===== config.mk =====
export PLATFORM = sky130hd
export DESIGN_NAME = wordle_board_ctrl
export DESIGN_NICKNAME = d
export VERILOG_FILES = /design/src/rtl/wordle_pkg.sv /design/src/rtl/wordle_guess_checker.sv /design/src/rtl/wordle_board_ctrl.sv
export SDC_FILE = /design/constraint.sdc
export NUM_CORES = 1
export LEC_CHECK = 0
export BUFFER_PORTS_ARGS = -buffer_cell sky130_fd_sc_hd__buf_2
export CELL_PAD_IN_SITES_DETAIL_PLACEMENT = 0
export CELL_PAD_IN_SITES_GLOBAL_PLACEMENT = 1
export CORE_UTILIZATION = 30
export DETAILED_ROUTE_END_ITERATION = 10
export PLACE_DENSITY_LB_ADDON = 0.12
export SETUP_SLACK_MARGIN = 0.15
export SLEW_MARGIN = 20
export SYNTH_ARGS = -nofsm -noshare
export SYNTH_HDL_FRONTEND = slang
export SYNTH_SLANG_ARGS = --single-unit

===== constraint.sdc =====
create_clock -name dclk -period 8.4 [get_ports dclk]
set_input_delay 0.42 -clock dclk [delete_from_list [all_inputs] [get_ports dclk]]
set_output_delay 0.42 -clock dclk [all_outputs]
set_load 0.01 [all_outputs]

===== src/rtl/wordle_pkg.sv =====
// -----------------------------------------------------------------------------
// wordle_pkg
//
// Shared definitions for the Wordle board controller: board size defaults,
// letter and tile-colour encodings, the sequencer state type and the
// externally visible game_state encoding.
//
// Configuration macro: DUP_EXACT_EN (consumed by the files that import this
// package; nothing in here depends on it).
// -----------------------------------------------------------------------------
package wordle_pkg;

  localparam int ROWS_DEFAULT     = 6;
  localparam int COLS_DEFAULT     = 5;
  localparam int LETTER_W_DEFAULT = 5;

  // Letters A..Z are 0..25; everything above that is not a letter.
  localparam int NUM_LETTERS  = 26;
  localparam int LETTER_EMPTY = 31;

  localparam logic [1:0] COLOR_NONE   = 2'd0;
  localparam logic [1:0] COLOR_GRAY   = 2'd1;
  localparam logic [1:0] COLOR_YELLOW = 2'd2;
  localparam logic [1:0] COLOR_GREEN  = 2'd3;

  localparam logic [1:0] GS_PLAYING  = 2'd0;
  localparam logic [1:0] GS_CHECKING = 2'd1;
  localparam logic [1:0] GS_WON      = 2'd2;
  localparam logic [1:0] GS_LOST     = 2'd3;

  typedef enum logic [2:0] {
    S_PLAYING,
    S_CHK_GREEN,
    S_CHK_YELLOW,
    S_WON,
    S_LOST
  } state_t;

  // Both scoring passes look the same from outside: CHECKING.
  function automatic logic [1:0] game_state_of(input state_t s);
    case (s)
      S_CHK_GREEN,
      S_CHK_YELLOW: game_state_of = GS_CHECKING;
      S_WON:        game_state_of = GS_WON;
      S_LOST:       game_state_of = GS_LOST;
      default:      game_state_of = GS_PLAYING;
    endcase
  endfunction

endpackage


===== src/rtl/wordle_guess_checker.sv =====
// -----------------------------------------------------------------------------
// wordle_guess_checker
//
// Scores one submitted guess against the secret, one column per cycle.
// Owns the scan index, the per-letter count bank and the colour decision;
// the caller owns the pass sequencing and the tile storage.
//
// Configuration macro: DUP_EXACT_EN
//   defined   : two passes (exact matches, then leftover-aware yellows) using
//               a bank of 26 3-bit counters.
//   undefined : single pass; yellow whenever the letter occurs anywhere in
//               the secret. phase_yellow is never asserted by the caller.
//
// Ports:
//   dclk, clr     clock / asynchronous active-high reset
//   start         pulse on the cycle a guess is accepted; rewinds the scan
//   phase_green   high while the exact-match pass runs
//   phase_yellow  high while the leftover pass runs
//   guess         letters of the row being scored, col0 in [LETTER_W-1:0]
//   secret        secret letters, same packing
//   wr_en         colour write strobe for this cycle
//   wr_col        column to write (the current scan index)
//   wr_color      colour to write
//   scan_last     current scan index is the last column
//   all_green     the guess equals the secret
// -----------------------------------------------------------------------------
module wordle_guess_checker
  import wordle_pkg::*;
#(
  parameter int COLS     = COLS_DEFAULT,
  parameter int LETTER_W = LETTER_W_DEFAULT
) (
  input  logic                     dclk,
  input  logic                     clr,
  input  logic                     start,
  input  logic                     phase_green,
  input  logic                     phase_yellow,
  input  logic [COLS*LETTER_W-1:0] guess,
  input  logic [COLS*LETTER_W-1:0] secret,
  output logic                     wr_en,
  output logic [2:0]               wr_col,
  output logic [1:0]               wr_color,
  output logic                     scan_last,
  output logic                     all_green
);

  localparam logic [2:0] LAST_COL = 3'(COLS - 1);

  logic [2:0]          scan_idx;
  logic [LETTER_W-1:0] g_arr [COLS];
  logic [LETTER_W-1:0] s_arr [COLS];
  logic [LETTER_W-1:0] g_let;
  logic [LETTER_W-1:0] s_let;
  logic                exact;

  always_comb begin
    for (int c = 0; c < COLS; c++) begin
      g_arr[c] = guess[c*LETTER_W +: LETTER_W];
      s_arr[c] = secret[c*LETTER_W +: LETTER_W];
    end
  end

  assign g_let     = g_arr[scan_idx];
  assign s_let     = s_arr[scan_idx];
  assign exact     = (g_let == s_let);
  assign scan_last = (scan_idx == LAST_COL);
  assign wr_col    = scan_idx;
  assign all_green = (guess == secret);

  // The index wraps after the last column so the second pass starts at 0
  // without needing its own rewind.
  always_ff @(posedge dclk or posedge clr) begin
    if (clr) begin
      scan_idx <= '0;
    end else if (start) begin
      scan_idx <= '0;
    end else if (phase_green || phase_yellow) begin
      scan_idx <= scan_last ? 3'd0 : scan_idx + 3'd1;
    end
  end

`ifdef DUP_EXACT_EN

  localparam logic [LETTER_W-1:0] LETTER_LIMIT = LETTER_W'(NUM_LETTERS);

  // count[x] = secret occurrences of x not yet claimed by a green or yellow.
  logic [2:0] count [NUM_LETTERS];
  logic       g_ok;
  logic       s_ok;
  logic       g_avail;

  assign g_ok    = (g_let < LETTER_LIMIT);
  assign s_ok    = (s_let < LETTER_LIMIT);
  assign g_avail = g_ok && (count[g_let] != 3'd0);

  // Exact pass writes only greens; non-green cells keep colour 0 until the
  // leftover pass decides them. Green cells are skipped on the second pass.
  always_comb begin
    wr_en    = 1'b0;
    wr_color = COLOR_NONE;
    if (phase_green) begin
      if (exact) begin
        wr_en    = 1'b1;
        wr_color = COLOR_GREEN;
      end
    end else if (phase_yellow && !exact) begin
      wr_en    = 1'b1;
      wr_color = g_avail ? COLOR_YELLOW : COLOR_GRAY;
    end
  end

  always_ff @(posedge dclk or posedge clr) begin
    if (clr) begin
      for (int i = 0; i < NUM_LETTERS; i++) count[i] <= '0;
    end else if (start) begin
      for (int i = 0; i < NUM_LETTERS; i++) count[i] <= '0;
    end else if (phase_green && !exact && s_ok) begin
      count[s_let] <= count[s_let] + 3'd1;
    end else if (phase_yellow && !exact && g_avail) begin
      count[g_let] <= count[g_let] - 3'd1;
    end
  end

`else

  logic in_secret;

  always_comb begin
    in_secret = 1'b0;
    for (int c = 0; c < COLS; c++) begin
      if (s_arr[c] == g_let) in_secret = 1'b1;
    end
  end

  always_comb begin
    wr_en    = phase_green;
    wr_color = COLOR_GRAY;
    if (exact)          wr_color = COLOR_GREEN;
    else if (in_secret) wr_color = COLOR_YELLOW;
  end

`endif

endmodule


===== src/rtl/wordle_board_ctrl.sv =====
// -----------------------------------------------------------------------------
// wordle_board_ctrl
//
// Game sequencer and tile store for the Wordle board (pixel-clock domain).
// Holds the ROWS x COLS grid of letters and tile colours, edits the active
// row from key events, hands full rows to wordle_guess_checker for scoring
// and serves a registered (row, col) read port to the renderer.
//
// Configuration macro: DUP_EXACT_EN selects two-pass duplicate-exact scoring
// (CHK_GREEN then CHK_YELLOW); when undefined scoring is a single CHK_GREEN
// pass.
//
// Ports:
//   dclk, clr        pixel clock / asynchronous active-high reset
//   new_game         pulse: load secret_word, clear the board, back to PLAYING
//   secret_word      secret letters, col0 in [LETTER_W-1:0]
//   key_valid        key event strobe
//   key_code         letter 0..25 (other codes ignored)
//   key_bksp         backspace qualifier
//   key_enter        enter qualifier (beats backspace, which beats letter)
//   key_ready        high only while PLAYING
//   rd_row, rd_col   renderer cell index
//   rd_letter        letter at the indexed cell, 1-cycle latency
//   rd_color         tile colour at the indexed cell, 1-cycle latency
//   cur_row          active guess row
//   cur_col          next entry column, 0..COLS
//   game_state       0 PLAYING, 1 CHECKING, 2 WON, 3 LOST
//   check_done       one-cycle pulse after a row finishes scoring
// -----------------------------------------------------------------------------
module wordle_board_ctrl
  import wordle_pkg::*;
#(
  parameter int ROWS     = ROWS_DEFAULT,
  parameter int COLS     = COLS_DEFAULT,
  parameter int LETTER_W = LETTER_W_DEFAULT
) (
  input  logic                     dclk,
  input  logic                     clr,
  input  logic                     new_game,
  input  logic [COLS*LETTER_W-1:0] secret_word,
  input  logic                     key_valid,
  input  logic [LETTER_W-1:0]      key_code,
  input  logic                     key_bksp,
  input  logic                     key_enter,
  output logic                     key_ready,
  input  logic [2:0]               rd_row,
  input  logic [2:0]               rd_col,
  output logic [LETTER_W-1:0]      rd_letter,
  output logic [1:0]               rd_color,
  output logic [2:0]               cur_row,
  output logic [2:0]               cur_col,
  output logic [1:0]               game_state,
  output logic                     check_done
);

  localparam logic [LETTER_W-1:0] EMPTY        = LETTER_W'(LETTER_EMPTY);
  localparam logic [LETTER_W-1:0] LETTER_LIMIT = LETTER_W'(NUM_LETTERS);
  localparam logic [2:0]          ROWS_L       = 3'(ROWS);
  localparam logic [2:0]          COLS_L       = 3'(COLS);
  localparam logic [2:0]          LAST_ROW     = 3'(ROWS - 1);

  state_t                   state;
  logic [COLS*LETTER_W-1:0] secret;
  logic [LETTER_W-1:0]      grid_letter [ROWS][COLS];
  logic [1:0]               grid_color  [ROWS][COLS];
  logic [COLS*LETTER_W-1:0] guess;

  logic       key_accept;
  logic       do_enter;
  logic       do_bksp;
  logic       do_letter;
  logic       chk_green;
  logic       chk_yellow;
  logic       chk_wr_en;
  logic [2:0] chk_wr_col;
  logic [1:0] chk_wr_color;
  logic       chk_scan_last;
  logic       chk_all_green;
  logic       row_end;

  // A key arriving together with new_game is dropped. An enter on a short
  // row still shadows any backspace/letter qualifier in the same event.
  assign key_accept = key_valid && (state == S_PLAYING) && !new_game;
  assign do_enter   = key_accept && key_enter && (cur_col == COLS_L);
  assign do_bksp    = key_accept && !key_enter && key_bksp && (cur_col != 3'd0);
  assign do_letter  = key_accept && !key_enter && !key_bksp
                      && (key_code < LETTER_LIMIT) && (cur_col < COLS_L);

  assign chk_green  = (state == S_CHK_GREEN);
  assign chk_yellow = (state == S_CHK_YELLOW);

`ifdef DUP_EXACT_EN
  assign row_end = chk_yellow && chk_scan_last;
`else
  assign row_end = chk_green && chk_scan_last;
`endif

  assign key_ready  = (state == S_PLAYING);
  assign game_state = game_state_of(state);

  // The active row is stable for the whole scoring window because keys are
  // refused outside PLAYING, so the checker can read it combinationally.
  always_comb begin
    guess = '0;
    for (int c = 0; c < COLS; c++) begin
      guess[c*LETTER_W +: LETTER_W] = grid_letter[cur_row][c];
    end
  end

  wordle_guess_checker #(
    .COLS     (COLS),
    .LETTER_W (LETTER_W)
  ) u_checker (
    .dclk         (dclk),
    .clr          (clr),
    .start        (do_enter),
    .phase_green  (chk_green),
    .phase_yellow (chk_yellow),
    .guess        (guess),
    .secret       (secret),
    .wr_en        (chk_wr_en),
    .wr_col       (chk_wr_col),
    .wr_color     (chk_wr_color),
    .scan_last    (chk_scan_last),
    .all_green    (chk_all_green)
  );

  // Sequencer. new_game overrides everything, including a scan that is about
  // to finish, so no check_done can escape from an aborted row.
  always_ff @(posedge dclk or posedge clr) begin
    if (clr) begin
      state      <= S_PLAYING;
      cur_row    <= '0;
      cur_col    <= '0;
      check_done <= 1'b0;
      secret     <= '0;
    end else begin
      check_done <= 1'b0;
      if (new_game) begin
        state   <= S_PLAYING;
        cur_row <= '0;
        cur_col <= '0;
        secret  <= secret_word;
      end else if (row_end) begin
        check_done <= 1'b1;
        if (chk_all_green) begin
          state <= S_WON;
        end else if (cur_row == LAST_ROW) begin
          state <= S_LOST;
        end else begin
          state   <= S_PLAYING;
          cur_row <= cur_row + 3'd1;
          cur_col <= '0;
        end
      end else begin
        case (state)
          S_PLAYING: begin
            if (do_enter)       state   <= S_CHK_GREEN;
            else if (do_bksp)   cur_col <= cur_col - 3'd1;
            else if (do_letter) cur_col <= cur_col + 3'd1;
          end
          S_CHK_GREEN: begin
`ifdef DUP_EXACT_EN
            if (chk_scan_last) state <= S_CHK_YELLOW;
`endif
          end
          S_CHK_YELLOW, S_WON, S_LOST: begin
          end
          default: state <= S_PLAYING;
        endcase
      end
    end
  end

  // Tile store: whole-board clear on new_game, otherwise at most one letter
  // write (edit) and one colour write (scoring) per cycle; they never overlap
  // because editing and scoring live in different states.
  always_ff @(posedge dclk or posedge clr) begin
    if (clr) begin
      for (int r = 0; r < ROWS; r++) begin
        for (int c = 0; c < COLS; c++) begin
          grid_letter[r][c] <= EMPTY;
          grid_color[r][c]  <= COLOR_NONE;
        end
      end
    end else if (new_game) begin
      for (int r = 0; r < ROWS; r++) begin
        for (int c = 0; c < COLS; c++) begin
          grid_letter[r][c] <= EMPTY;
          grid_color[r][c]  <= COLOR_NONE;
        end
      end
    end else begin
      if (do_letter) grid_letter[cur_row][cur_col] <= key_code;
      if (do_bksp)   grid_letter[cur_row][cur_col - 3'd1] <= EMPTY;
      if (chk_wr_en) grid_color[cur_row][chk_wr_col] <= chk_wr_color;
    end
  end

  // Renderer port: coordinates outside the board read as an empty tile.
  always_ff @(posedge dclk or posedge clr) begin
    if (clr) begin
      rd_letter <= EMPTY;
      rd_color  <= COLOR_NONE;
    end else if ((rd_row < ROWS_L) && (rd_col < COLS_L)) begin
      rd_letter <= grid_letter[rd_row][rd_col];
      rd_color  <= grid_color[rd_row][rd_col];
    end else begin
      rd_letter <= EMPTY;
      rd_color  <= COLOR_NONE;
    end
  end

endmodule


======== Yosys cells after proc, flatten, opt, wreduce, memory -nomap -nowiden ========
Index checks and enable logic that the tools add are counted.
word-level totals
  input port bits ......................... 42
  memory bits (read-only) ................. 0
  output and inout bits ................... 17
  word-level logic and storage cells ...... 220
  register bits after elaboration ......... 255
  RAM bits ................................ 0
  memories kept ........................... 0
  bits in latches ......................... 0
cells by class
  shift-type cells ........................ 0
  divide/modulo/power cells ............... 0
  multipliers ............................. 0
  bitwise logic cells ..................... 7
  reduce and logical (&&, ||, !) cells .... 32
  equal/unequal tests ..................... 21
  multiplexer cells ....................... 74
  $lt $le $gt $ge ......................... 14
  add/sub/neg operators ................... 4
operators with widths
  cell                   count
  $mux W150              4
  $bmux W25 S3           2
  $bwmux W150            1
  $demux W25 S3          2
  $mux W25               6
  $or A150 B150 Y150     1
  $mux W60               2
  $bwmux W60             1
  $mux W3                20
  $bmux W5 S3            3
  $mux W5                9
  $bmux W10 S3           1
  $demux W10 S3          1
  $demux W5 S3           2
  $eq A5 B5 Y1           6
  $mux W10               3
  $eq A25 B25 Y1         1
  $ge A4 B4 Y1 const B   6
  $not A3 Y4             6
  $logic_and A1 B1 Y1    16
  $lt A4 B1 Y1 const B   4
  $eq A3 B3 Y1 const B   4
  $mux W2                6
  $add A3 B1 Y3 const B  3
  other kinds (26)       42

======== Depth between registers and ports, before layout ========
  depth after elaboration ................. 18
  depth in mapped cells ................... 15
  gate-level depth less buffers ........... 9

======== By module ========
Synthesis repeated with hierarchy kept, for this count alone.
second synthesis, totals
  cell total of the unflattened synthesis .. 1,704
  area total of the unflattened synthesis .. 15,633.7 µm²
modules (own cells, without submodules)
  module                times used  area each (µm²)  cells each
  wordle_board_ctrl     1           14,358.8         1,557
  wordle_guess_checker  1           1,275.0          147

======== Worst setup path before layout ========
Ideal clock, no wire load.
  kind .................................... register to register
  start ................................... register cur_row[0]
  end ..................................... register grid_color[24] in the netlist's numbering
  data arrival time ....................... 2,953 ps
  required time ........................... 8,262 ps
  setup time .............................. 138 ps
  slack ................................... 5,309 ps
  path buffers ............................ 5
  cell stages (with the launch flop) ...... 15
  cell sequence ........................... dfrtp_1 buf_6 buf_6 buf_6 mux2i_1 o21ai_1 a222oi_1 nor2_1 nor3_4 xnor2_1 or4_1 buf_2 buf_2 nand4b_1 o22ai_1
on the way
  longest elaborated chain between the ends .. 18
  elaborated cells between the ends (all ways) .. 28
  classes of those cells .................. order compare: 2; eq/ne: 6; mux: 18; bitwise: 1; reduce/logical: 1
ends and longest elaborated chain
  what                                         line                                                text
  from (decl)                                  wordle_board_ctrl.sv:50                             output logic [2:0] cur_row,
  from (signal assigned)                       wordle_board_ctrl.sv:152                            cur_row <= cur_row + 3'd1;
  $not A3 Y4 (implied by the code) (*)         wordle_board_ctrl.sv:106, wordle_board_ctrl.sv:196
  $bmux W25 S3                                 wordle_board_ctrl.sv:106                            guess[c*LETTER_W +: LETTER_W] = grid_letter[cur_row][c];
  $mux W25 (implied by the code) (2 in a row)  wordle_board_ctrl.sv:106
  $bmux W5 S3                                  wordle_guess_checker.sv:63                          assign g_let = g_arr[scan_idx];
  $mux W5 (implied by the code) (2 in a row)   wordle_guess_checker.sv:63
  $eq A5 B5 Y1                                 wordle_guess_checker.sv:131                         if (s_arr[c] == g_let) in_secret = 1'b1;
  $mux W1 (5 in a row)                         wordle_guess_checker.sv:131
  $mux W2                                      wordle_guess_checker.sv:139                         else if (in_secret) wr_color = COLOR_YELLOW;
  $mux W2                                      wordle_guess_checker.sv:138                         if (exact) wr_color = COLOR_GREEN;
  $bwmux W60 (*)                               wordle_board_ctrl.sv:196                            if (chk_wr_en) grid_color[cur_row][chk_wr_col] <= chk_wr_color;
  $mux W60 (*)                                 wordle_board_ctrl.sv:196
  $mux W60 (*)                                 wordle_board_ctrl.sv:186                            end else if (new_game) begin
  to (signal, indexed assignment)              wordle_board_ctrl.sv:196
  to (decl)                                    wordle_board_ctrl.sv:65                             logic [1:0] grid_color [ROWS][COLS];
Every way passes the cells marked *; elsewhere a longest branch is shown, timed or not. The select of a mux whose other input is x is not followed.
A chain may end at the register's enable or synchronous reset.

======== Worst setup path after layout ========
  start ................................... register cur_row[0]
  end ..................................... register grid_color[2] in the netlist's numbering
The elaborated chain is that of the path after synthesis.

==> reports/results.ini <==
[sta]
period_minus_slack_ns=5.002
relSlewSlack_pct=16.46
tightestPinTransition_ns=1.249
skew_ns=0.01532
fin_crit_sh_pct=59.55
tns_ns=0
clock.fmax_mhz=199.9
final-hold-violation-count=0
rsz0062_at_grt=false
setup_viol=0
slew_viol_final=0

[floorplanning]
core_area_sq_um=51510
die-area_sq_um=53340
pin_count=59
die_h_um=231.0
fp.dieW_um=231.0
initial_core_util_pct=30.53
rows=83

[clock_network]
clock_path_buffers=3
postCtsHoldBufs=0
cts_tree=done
post_cts_resized=0
clk_pin_slew_ns=0.06
clock-sinks=255
root_buffer=clkbuf_16
htree_num_levels=2
post-cts-setup-buffers=0
cts_buffers=34
clk_latency_ns=0.54

[power]
p_int_mw=2.503
p_clk_share_pct=34.7
swShare_pct=39.56
p_sw_mw=1.639
ir_drop_uv=286.6
combinationalPowerShare_pct=32.4
leakage_nw=6.778
seqPwrFrac_pct=32.9
power.density_nw_per_um2=234.8

[global_route]
grt_overflow=0
grt_pass1_vias=13500
grt_use_total_pct=23.47
grt_pass1_wl_um=92940
antenna_found_initial=0
grt_max_degree=144

[cells_and_area]
drive_gt1_share_pct=25.49
fin_util_pct=34.25
area_growth_pct=12.19
antenna_cells=0
nNetsFinal=1721

[detailed_routing]
drtAntennaViolNets=0
wl_per_cell_um=26.08
drtIter0Drc=1279
dr.pass1.iters=6
highest_layer=met4
vias_per_cell=5.748
vias=13650
wl_met1_um=27560
route.met3.wl_um=3575
drc=0
wl_um=61930
dr_wl_met2_um=28980

[critical_path]
worstPathCellList=buf_4 -> or2_2 -> nor2_1 -> a222oi_1 -> o221a_2 -> a21oi_1 -> nand4b_1 -> or4_1 -> nand2_1 -> o41ai_1
r2r_start=cur_row[0]$_DFFE_PP0P_
crit_type=flop to flop
slowest_stage=or4_1
worstSetupStartpoint=cur_row[0]$_DFFE_PP0P_
worstPathRequired_ns=8.82
r2r_slack_ns=3.40
slowest_delay_ns=0.81
cp-end-kind=flop
cp.arrival_ns=5.42
path_max_fanout=61
setup.worst_path.start_class=flop

[worst_hold_path]
hold_class=input port to async pin

[synth]
async_flop_share_pct=100.0
synth_top_area_share_pct=25.89
synth_seq_cells=255
synthFlopType=dfstp_2
synth_edf_count=0
syn-mean-instance-area_sq_um=9.317
synth_largest_area_cell=dfstp_2
yosys_warnings=0
synth_area_leaders=dfstp_2 26%, dfrtp_1 16%, nand3_1 11%
syn_inst=1688
yosysUniqueCellTypes=66
yosysSeqAreaShare_pct=41.81
synthesis.nets=1738
synthesis.area_sq_um=15730

[status]
status=finished clean

[job]
drv_cap=0

[placed_design]
hpwl_um=42150
portBuffers=58
gp_congestion=0.8576

-- metal layers --
layer / track usage, % / up-vias
li1: - / 6189
met1: 32.13 / 6932
met2: 37.41 / 440
met3: 4.002 / 90
met4: 7.699 / 0
met5: 0 / -
-- cell usage in the layout, fill, tap and decap left out, types with 5 or more instances in the layout --
master	n
a311oi_1	9
xnor2_1	47
o22ai_1	50
clkbuf_8	7
o21ai_0	20
clkbuf_16	35
a222oi_1	6
dfstp_2	155
nand3_1	338
clkbuf_1	9
inv_1	11
a311oi_2	20
a21o_1	7
mux2i_1	61
nor3b_1	18
nor3_1	37
o221ai_1	9
nor2b_1	6
mux4_2	53
nand4b_1	18
nor3_2	5
dfrtp_1	98
mux2_2	43
a21oi_1	75
a22oi_1	11
ha_1	8
o41ai_1	6
buf_4	29
and2_1	7
nand2_1	212
o21ai_1	15
nor2_1	124
buf_2	56
nor4_1	12
-- worst max-delay path: cells and delay by family (launching register included) --
family          cells  cell delay, ns
buf+inv             1            0.38
flops               1            0.44
simple gates        5            2.55
compound gates      4            1.47
-- state kept, by name, summed over array words and instances, names as in the netlist --
| signal | cells |
|---|---|
| rd_color | 2 |
| grid_color | 60 |
| check_done | 1 |
| cur_col | 3 |
| state | 3 |
| secret | 25 |
| grid_letter | 150 |
| u_checker.wr_col | 3 |
| rd_letter | 5 |
| cur_row | 3 |
-- stage by stage --
stage               std cells  setup WS (ns)  total power, mW  hold WS (ns)  cell area, sq um
floorplan                1688          1.223            2.335        0.4669             15730
global placement         2315          3.646            2.715        0.4818             16550
detailed placement       2315          3.524            2.715        0.4817             16560
CTS                      2375          3.479            4.182       0.08938             17640
global route             2375          3.173            4.349        0.1048             17640
finish                   2375          3.398            4.142        0.1111             17640
-- power groups by stage --
| stage | combinational (mW) | clock (mW) | sequential (mW) |
|---|---|---|---|
| final | 1.34 | 1.44 | 1.36 |
| after global routing | 1.45 | 1.53 | 1.37 |
| after CTS | 1.34 | 1.48 | 1.36 |
| after detailed placement | 1.33 | 0 | 1.38 |
| after global placement | 1.33 | 0 | 1.38 |
| after floorplan | 1.02 | 0 | 1.32 |
-- path summary, 6_finish.rpt --
kind                                         endpoint  depth (start not counted)
setup / recovery            grid_color[2]$_DFFE_PP0P_                         10
hold / removal                 cur_row[0]$_DFFE_PP0P_                          2
setup reg to reg            grid_color[2]$_DFFE_PP0P_                         10
hold reg to reg            grid_letter[104]$_DFF_PP1_                          2
max in group asynchronous  grid_color[30]$_DFFE_PP0P_                          3
min in group dclk              secret[10]$_DFFE_PP0P_                          2
-- cells by family (layout without fill, tap and decap cells) --
kind of cell               Yosys count  after routing  share of synthesized area (%)
muxes                              161            161                          14.84
buffers and inverters              155            162                          4.208
xor gates and xnor gates            48             48                          2.673
DFF                                255            255                          41.81
and+or+nand+nor                    810            810                          24.64
adders and majority gates            8              8                         0.6365
AOI/OAI and AO/OA                  251            251                          11.20
-- cell type report --
type                    count  area [sq um]
clock buffers              51          1006
fillers                  5367         33870
well taps                 680         850.8
repair buffers             87         529.3
multi-input cells        1278          8534
inverters                  15         63.81
clock inverters             9         82.58
flip-flops and latches    255          6578
-- Yosys cell counts, types with 15 or more instances --
| cell type | number |
|---|---|
| mux2i_1 | 61 |
| a21oi_1 | 75 |
| xnor2_1 | 47 |
| o21ai_1 | 15 |
| nand3_1 | 338 |
| dfstp_2 | 155 |
| buf_2 | 22 |
| nand2_1 | 212 |
| o22ai_1 | 50 |
| o21ai_0 | 20 |
| a311oi_2 | 20 |
| clkbuf_1 | 102 |
| nand4b_1 | 18 |
| mux4_2 | 53 |
| nor2_1 | 125 |
| nor3b_1 | 19 |
| dfrtp_1 | 100 |
| mux2_2 | 43 |
| nor3_1 | 42 |
(Power assumes the default switching activity.)
